===== config.mk =====
export PLATFORM = sky130hd
export DESIGN_NAME = div16x8_seq
export DESIGN_NICKNAME = d
export VERILOG_FILES = /design/src/rtl/div16x8_seq.sv
export SDC_FILE = /design/constraint.sdc
export NUM_CORES = 1
export LEC_CHECK = 0
export ABC_AREA = 1
export ABC_CLOCK_PERIOD_IN_PS = 2400
export CAP_MARGIN = 10
export CORE_ASPECT_RATIO = 0.75
export CORE_MARGIN = 1
export CORE_UTILIZATION = 50
export DETAILED_ROUTE_END_ITERATION = 8
export MAX_ROUTING_LAYER = met4
export PLACE_DENSITY = 0.7
export SKIP_CTS_REPAIR_TIMING = 1
export SYNTH_ARGS = -nofsm -noshare
export SYNTH_HDL_FRONTEND = slang
export SYNTH_SLANG_ARGS = --single-unit

===== constraint.sdc =====
create_clock -name clk -period 2.4 [get_ports clk]
set_clock_uncertainty 0.15 [all_clocks]
set_input_delay 0.48 -clock clk [delete_from_list [all_inputs] [get_ports clk]]
set_output_delay 0.48 -clock clk [all_outputs]
set_load 0.01 [all_outputs]

===== src/rtl/div16x8_seq.sv =====
// Sequential signed divider: restoring division on operand magnitudes,
// one quotient bit per clock, with sign fix-up and divide-by-zero/overflow flags.
module div16x8_seq #(
    parameter int DIVIDEND_LEN = 16,
    parameter int DIVISOR_LEN  = 8
) (
    input  logic                    clk,
    input  logic                    rst,
    input  logic                    in_valid,
    output logic                    in_ready,
    input  logic [DIVIDEND_LEN-1:0] dividend,
    input  logic [DIVISOR_LEN-1:0]  divisor,
    output logic                    out_valid,
    input  logic                    out_ready,
    output logic [DIVIDEND_LEN-1:0] quotient,
    output logic [DIVISOR_LEN-1:0]  remainder,
    output logic                    div_by_zero,
    output logic                    overflow
);

    // state | meaning
    // IDLE  | waiting for operands, in_ready high
    // CALC  | one restoring-division step per cycle, MSB first
    // FIX   | apply signs to quotient/remainder magnitudes
    // DONE  | result presented, out_valid high until accepted
    localparam logic [1:0] IDLE = 2'd0;
    localparam logic [1:0] CALC = 2'd1;
    localparam logic [1:0] FIX  = 2'd2;
    localparam logic [1:0] DONE = 2'd3;

    localparam int CNT_W = $clog2(DIVIDEND_LEN);

    logic [1:0]              r_state;
    logic [CNT_W-1:0]        r_cnt;
    logic [DIVIDEND_LEN-1:0] r_dvd_mag;
    logic [DIVISOR_LEN-1:0]  r_dvs_mag;
    logic [DIVISOR_LEN:0]    r_prem;
    logic                    r_sign_q;
    logic                    r_sign_r;
    logic                    r_ovf_next;
    logic [DIVIDEND_LEN-1:0] r_quotient;
    logic [DIVISOR_LEN-1:0]  r_remainder;
    logic                    r_dbz;
    logic                    r_ovf;

    logic [DIVIDEND_LEN-1:0] w_dvd_abs;
    logic [DIVISOR_LEN-1:0]  w_dvs_abs;
    logic                    w_ovf_case;
    logic [DIVISOR_LEN+1:0]  w_shift;
    logic                    w_ge;
    logic [DIVISOR_LEN:0]    w_diff;
    logic                    w_accept;

    assign w_accept   = in_valid && (r_state == IDLE);
    assign w_dvd_abs  = dividend[DIVIDEND_LEN-1] ? -dividend : dividend;
    assign w_dvs_abs  = divisor[DIVISOR_LEN-1]   ? -divisor  : divisor;
    assign w_ovf_case = (dividend == {1'b1, {(DIVIDEND_LEN-1){1'b0}}}) &&
                        (divisor == {DIVISOR_LEN{1'b1}});

    // Partial remainder never exceeds the divisor magnitude, so the top of
    // w_shift only matters for the compare; the difference fits in DIVISOR_LEN+1 bits.
    assign w_shift = {r_prem, r_dvd_mag[DIVIDEND_LEN-1]};
    assign w_ge    = w_shift >= {2'b00, r_dvs_mag};
    assign w_diff  = w_shift[DIVISOR_LEN:0] - {1'b0, r_dvs_mag};

    always_ff @(posedge clk) begin
        if (rst) begin
            r_state     <= IDLE;
            r_cnt       <= '0;
            r_dvd_mag   <= '0;
            r_dvs_mag   <= '0;
            r_prem      <= '0;
            r_sign_q    <= 1'b0;
            r_sign_r    <= 1'b0;
            r_ovf_next  <= 1'b0;
            r_quotient  <= '0;
            r_remainder <= '0;
            r_dbz       <= 1'b0;
            r_ovf       <= 1'b0;
        end else begin
            case (r_state)
                IDLE: begin
                    if (w_accept) begin
                        r_sign_q   <= dividend[DIVIDEND_LEN-1] ^ divisor[DIVISOR_LEN-1];
                        r_sign_r   <= dividend[DIVIDEND_LEN-1];
                        r_dvd_mag  <= w_dvd_abs;
                        r_dvs_mag  <= w_dvs_abs;
                        r_ovf_next <= w_ovf_case;
                        r_prem     <= '0;
                        r_cnt      <= '0;
                        if (divisor == '0) begin
                            r_quotient  <= '0;
                            r_remainder <= '0;
                            r_dbz       <= 1'b1;
                            r_ovf       <= 1'b0;
                            r_state     <= DONE;
                        end else begin
                            r_state <= CALC;
                        end
                    end
                end
                CALC: begin
                    // Dividend magnitude shifts out MSB first; quotient bits fill in from the LSB.
                    r_prem    <= w_ge ? w_diff : w_shift[DIVISOR_LEN:0];
                    r_dvd_mag <= {r_dvd_mag[DIVIDEND_LEN-2:0], w_ge};
                    r_cnt     <= r_cnt + 1'b1;
                    if (r_cnt == CNT_W'(DIVIDEND_LEN-1)) begin
                        r_state <= FIX;
                    end
                end
                FIX: begin
                    r_quotient  <= r_sign_q ? -r_dvd_mag : r_dvd_mag;
                    r_remainder <= r_sign_r ? -r_prem[DIVISOR_LEN-1:0] : r_prem[DIVISOR_LEN-1:0];
                    r_ovf       <= r_ovf_next;
                    r_dbz       <= 1'b0;
                    r_state     <= DONE;
                end
                DONE: begin
                    if (out_ready) begin
                        r_state <= IDLE;
                    end
                end
                default: r_state <= IDLE;
            endcase
        end
    end

    assign in_ready    = (r_state == IDLE);
    assign out_valid   = (r_state == DONE);
    assign quotient    = r_quotient;
    assign remainder   = r_remainder;
    assign div_by_zero = r_dbz;
    assign overflow    = r_ovf;

endmodule


==> results.toml <==
[status]
status = "complete, no violations"

[power_and_ir_drop]
power_density_nw_per_um2 = 1341
total_leakage_power_uw = 0.002339
ir_drop_mv = 0.8126
power_uw = 7301

[critical_path]
cp.depth = 3
path_class = "register to primary output"
slowest_stage = "clkdlybuf4s50_1"
start_kind = "register"
crit_required_ns = 1.77
cp_slowest_stage_delay_ns = 0.58
crit_arrival_ns = 1.61
crit_fanout = 5
end_kind = "primary output"
crit_path_start = "r_state[0]$_SDFFE_PP0P_"
rrSetupSlack_ns = 0.22
path_cells = "inv_1, ha_1, clkdlybuf4s50_1"
rr_endpoint = "r_prem[2]$_SDFFE_PP0P_"
timing.rr.start = "r_dvd_mag[15]$_SDFFE_PP0P_"
crit_family = "buffers and inverters"
worst-path-buf-inv = 2
reg2regPathDepth = 11
endpoint = "in_ready"

[route]
ant_nets = 0
vias_per_cell = 5.388
first_pass_iters = 5
routed_wl_mm = 11.50
drt_iter0_drc = 369
drcViolationCount = 0
vias = 4467
wl_per_cell_um = 13.87

[layout]
n_antenna_cell = 0
finalNetCount = 763
drive_gt1_share_pct = 10.54
fillers = 759
final_common_cell = "nand2_1"
final_cell_mix = "nand2_1, inv_1, dfxtp_1"
area_growth_pct = 23.19

[synth]
yosys_warnings = 0
synth_seq_area_share_pct = 30.80
syn_area_um2 = 4419
syn_nets = 704
syn_inst = 657
ys_types = 44
ys_ff_latch = 68
avgSynthCellArea_um2 = 6.726

[clock_network]
cts_made_buffers = 9
cts_buffer_depth = 2
clkLatencyLatePin_ns = 0.33
htreeDepth = 3
numClockSinks = 68
ctsRootBufferMaster = "clkbuf_16"
clkSlewWorstSetupHoldPaths_ns = 0.06
cts_tree = "done"

[global_route]
track_usage_pct = 26.89
overflow = 0
grt_start_max_net_pins = 56
antenna_found_initial = 0
grt_pass1_vias = 4026
grt_pass1_wl_mm = 19.51

[job]
max_cap_violations = 0

[sta]
hold_viol_final = 0
period_minus_slack_ns = 2.239
worst_pin_slew_ns = 0.6763
period_share_pct = 93.31
fin_tns_setup_ns = 0
final-max-slew-violation-count = 0
setup_violations = 0
rsz0062_at_grt = "false"
relSlewSlack_pct = 54.91
max_freq_ghz = 0.4465

[die]
start_util_pct = 51.83
fp.dieW_um = 110.6
die_area_um2 = 9223
die-height_um = 83.42
row_count = 29
coreArea_um2 = 8527
ios = 56

[worst_hold_path]
hold_path.class = "register to register"

[place]
io_buffers = 55
dp_hpwl_mm = 8.653
routabilityCongestion = 0.9077
[per-stage QoR]
step                hold slack [ns]  setup slack (ns)  instances  cell area (um^2)  util, %
detailed placement           0.3111          0.002786        813              5079    59.56
finish                       0.3171            0.1606        829              5444    63.84
floorplan                    0.2890            0.5208        657              4419        -
global route                 0.3348           0.04601        829              5444    63.84
global placement             0.3038           0.05023        813              5079    59.56
CTS                          0.3199            0.1611        829              5444    63.84
[registers in the layout, summed over array words and instances (netlist names)]
signal / count
r_cnt: 4
r_state: 2
r_ovf_next: 1
r_prem: 9
r_sign_q: 1
r_sign_r: 1
div_by_zero: 1
quotient: 16
r_dvd_mag: 16
remainder: 8
r_dvs_mag: 8
overflow: 1
[synthesized netlist by cell type (all sizes together)]
master	instances	area, um^2
dfxtp	68	1361
xor2	17	148.9
inv	82	307.8
o21ai	34	173.9
a21boi	1	7.510
xnor2	5	43.79
a211oi	1	7.510
nand2	178	700.7
or2	1	6.260
ha	18	225.2
buf	15	115.1
o22ai	3	18.77
o31ai	1	7.510
mux2	1	11.26
fa	1	20.02
o211ai	5	37.54
a221oi	2	17.52
nor4	2	12.51
a22oi	1	7.510
nand3	65	370.4
nor3	7	46.30
nand4	10	62.56
a21oi	80	464.2
nand3b	1	7.510
o2111ai	1	8.760
nor2	45	173.9
clkbuf	9	33.78
clkinv	1	8.760
a31oi	1	6.260
and3	1	6.260
[logic make-up after synthesis]
| kind of cell | synth area share, % |
|---|---|
| compound gates | 17.13 |
| xor+xnor | 4.360 |
| fa+ha+maj | 5.549 |
| buf+inv | 10.53 |
| flops | 30.80 |
| mux | 0.2548 |
| simple gates | 31.37 |
[worst min-delay path by stage]
stage / startpoint / endpoint / slack [ns] / cells past startpoint
CTS: quotient[2]$_SDFFE_PP0P_ / quotient[2]$_SDFFE_PP0P_ / 0.32 / 2
finish: quotient[2]$_SDFFE_PP0P_ / quotient[2]$_SDFFE_PP0P_ / 0.32 / 2
global route: r_dvs_mag[7]$_SDFFE_PP0P_ / r_dvs_mag[7]$_SDFFE_PP0P_ / 0.33 / 2
floorplan: r_ovf_next$_SDFFE_PP0P_ / overflow$_SDFFE_PP0P_ / 0.29 / 2
detailed placement: quotient[2]$_SDFFE_PP0P_ / quotient[2]$_SDFFE_PP0P_ / 0.31 / 2
global placement: r_prem[8]$_SDFFE_PP0P_ / r_prem[8]$_SDFFE_PP0P_ / 0.30 / 2
[layer usage]
| metal | GRT usage [%] | routed length (um) | part of all wire, % | up-vias |
|---|---|---|---|---|
| met5 | - | 0 | 0 | - |
| li1 | - | - | - | 2274 |
| met1 | 40.31 | 6106 | 53 | 2013 |
| met4 | 6.061 | 99 | 0.86 | 0 |
| met2 | 36.82 | 4555 | 40 | 166 |
| met3 | 5.036 | 740 | 6.4 | 14 |
[worst register-to-register path, stage by stage, from the launching register on]
cell and delay (ns):
dfxtp_1 0.31, inv_1 0.12, ha_1 0.16, inv_1 0.07, fa_1 0.43, nand4_1 0.16, nand2_1 0.10, nand2_2 0.18
nand2_4 0.13, nand2_1 0.09, nand3_1 0.06, a21oi_1 0.13
[cell type report]
| class | instances | area [um^2] | share of cell area [%] |
|---|---|---|---|
| sequential | 68 | 1361 | 25.01 |
| timing repair buffer | 72 | 673.1 | 12.36 |
| clock buffer | 10 | 229.0 | 4.206 |
| tap | 108 | 135.1 | 2.482 |
| inverter | 83 | 316.6 | 5.815 |
| multi-input combinational | 482 | 2592 | 47.62 |
| clock inverter | 6 | 136.4 | 2.505 |
[power breakdown]
group / leakage (uW) / switching (uW) / internal [uW]
combinational: 0.00161 / 2620 / 1430
clock: 0.000173 / 495 / 1120
sequential: 0.000553 / 266 / 1370
total: 0.00234 / 3380 / 3920
(Power assumes the default switching activity.)
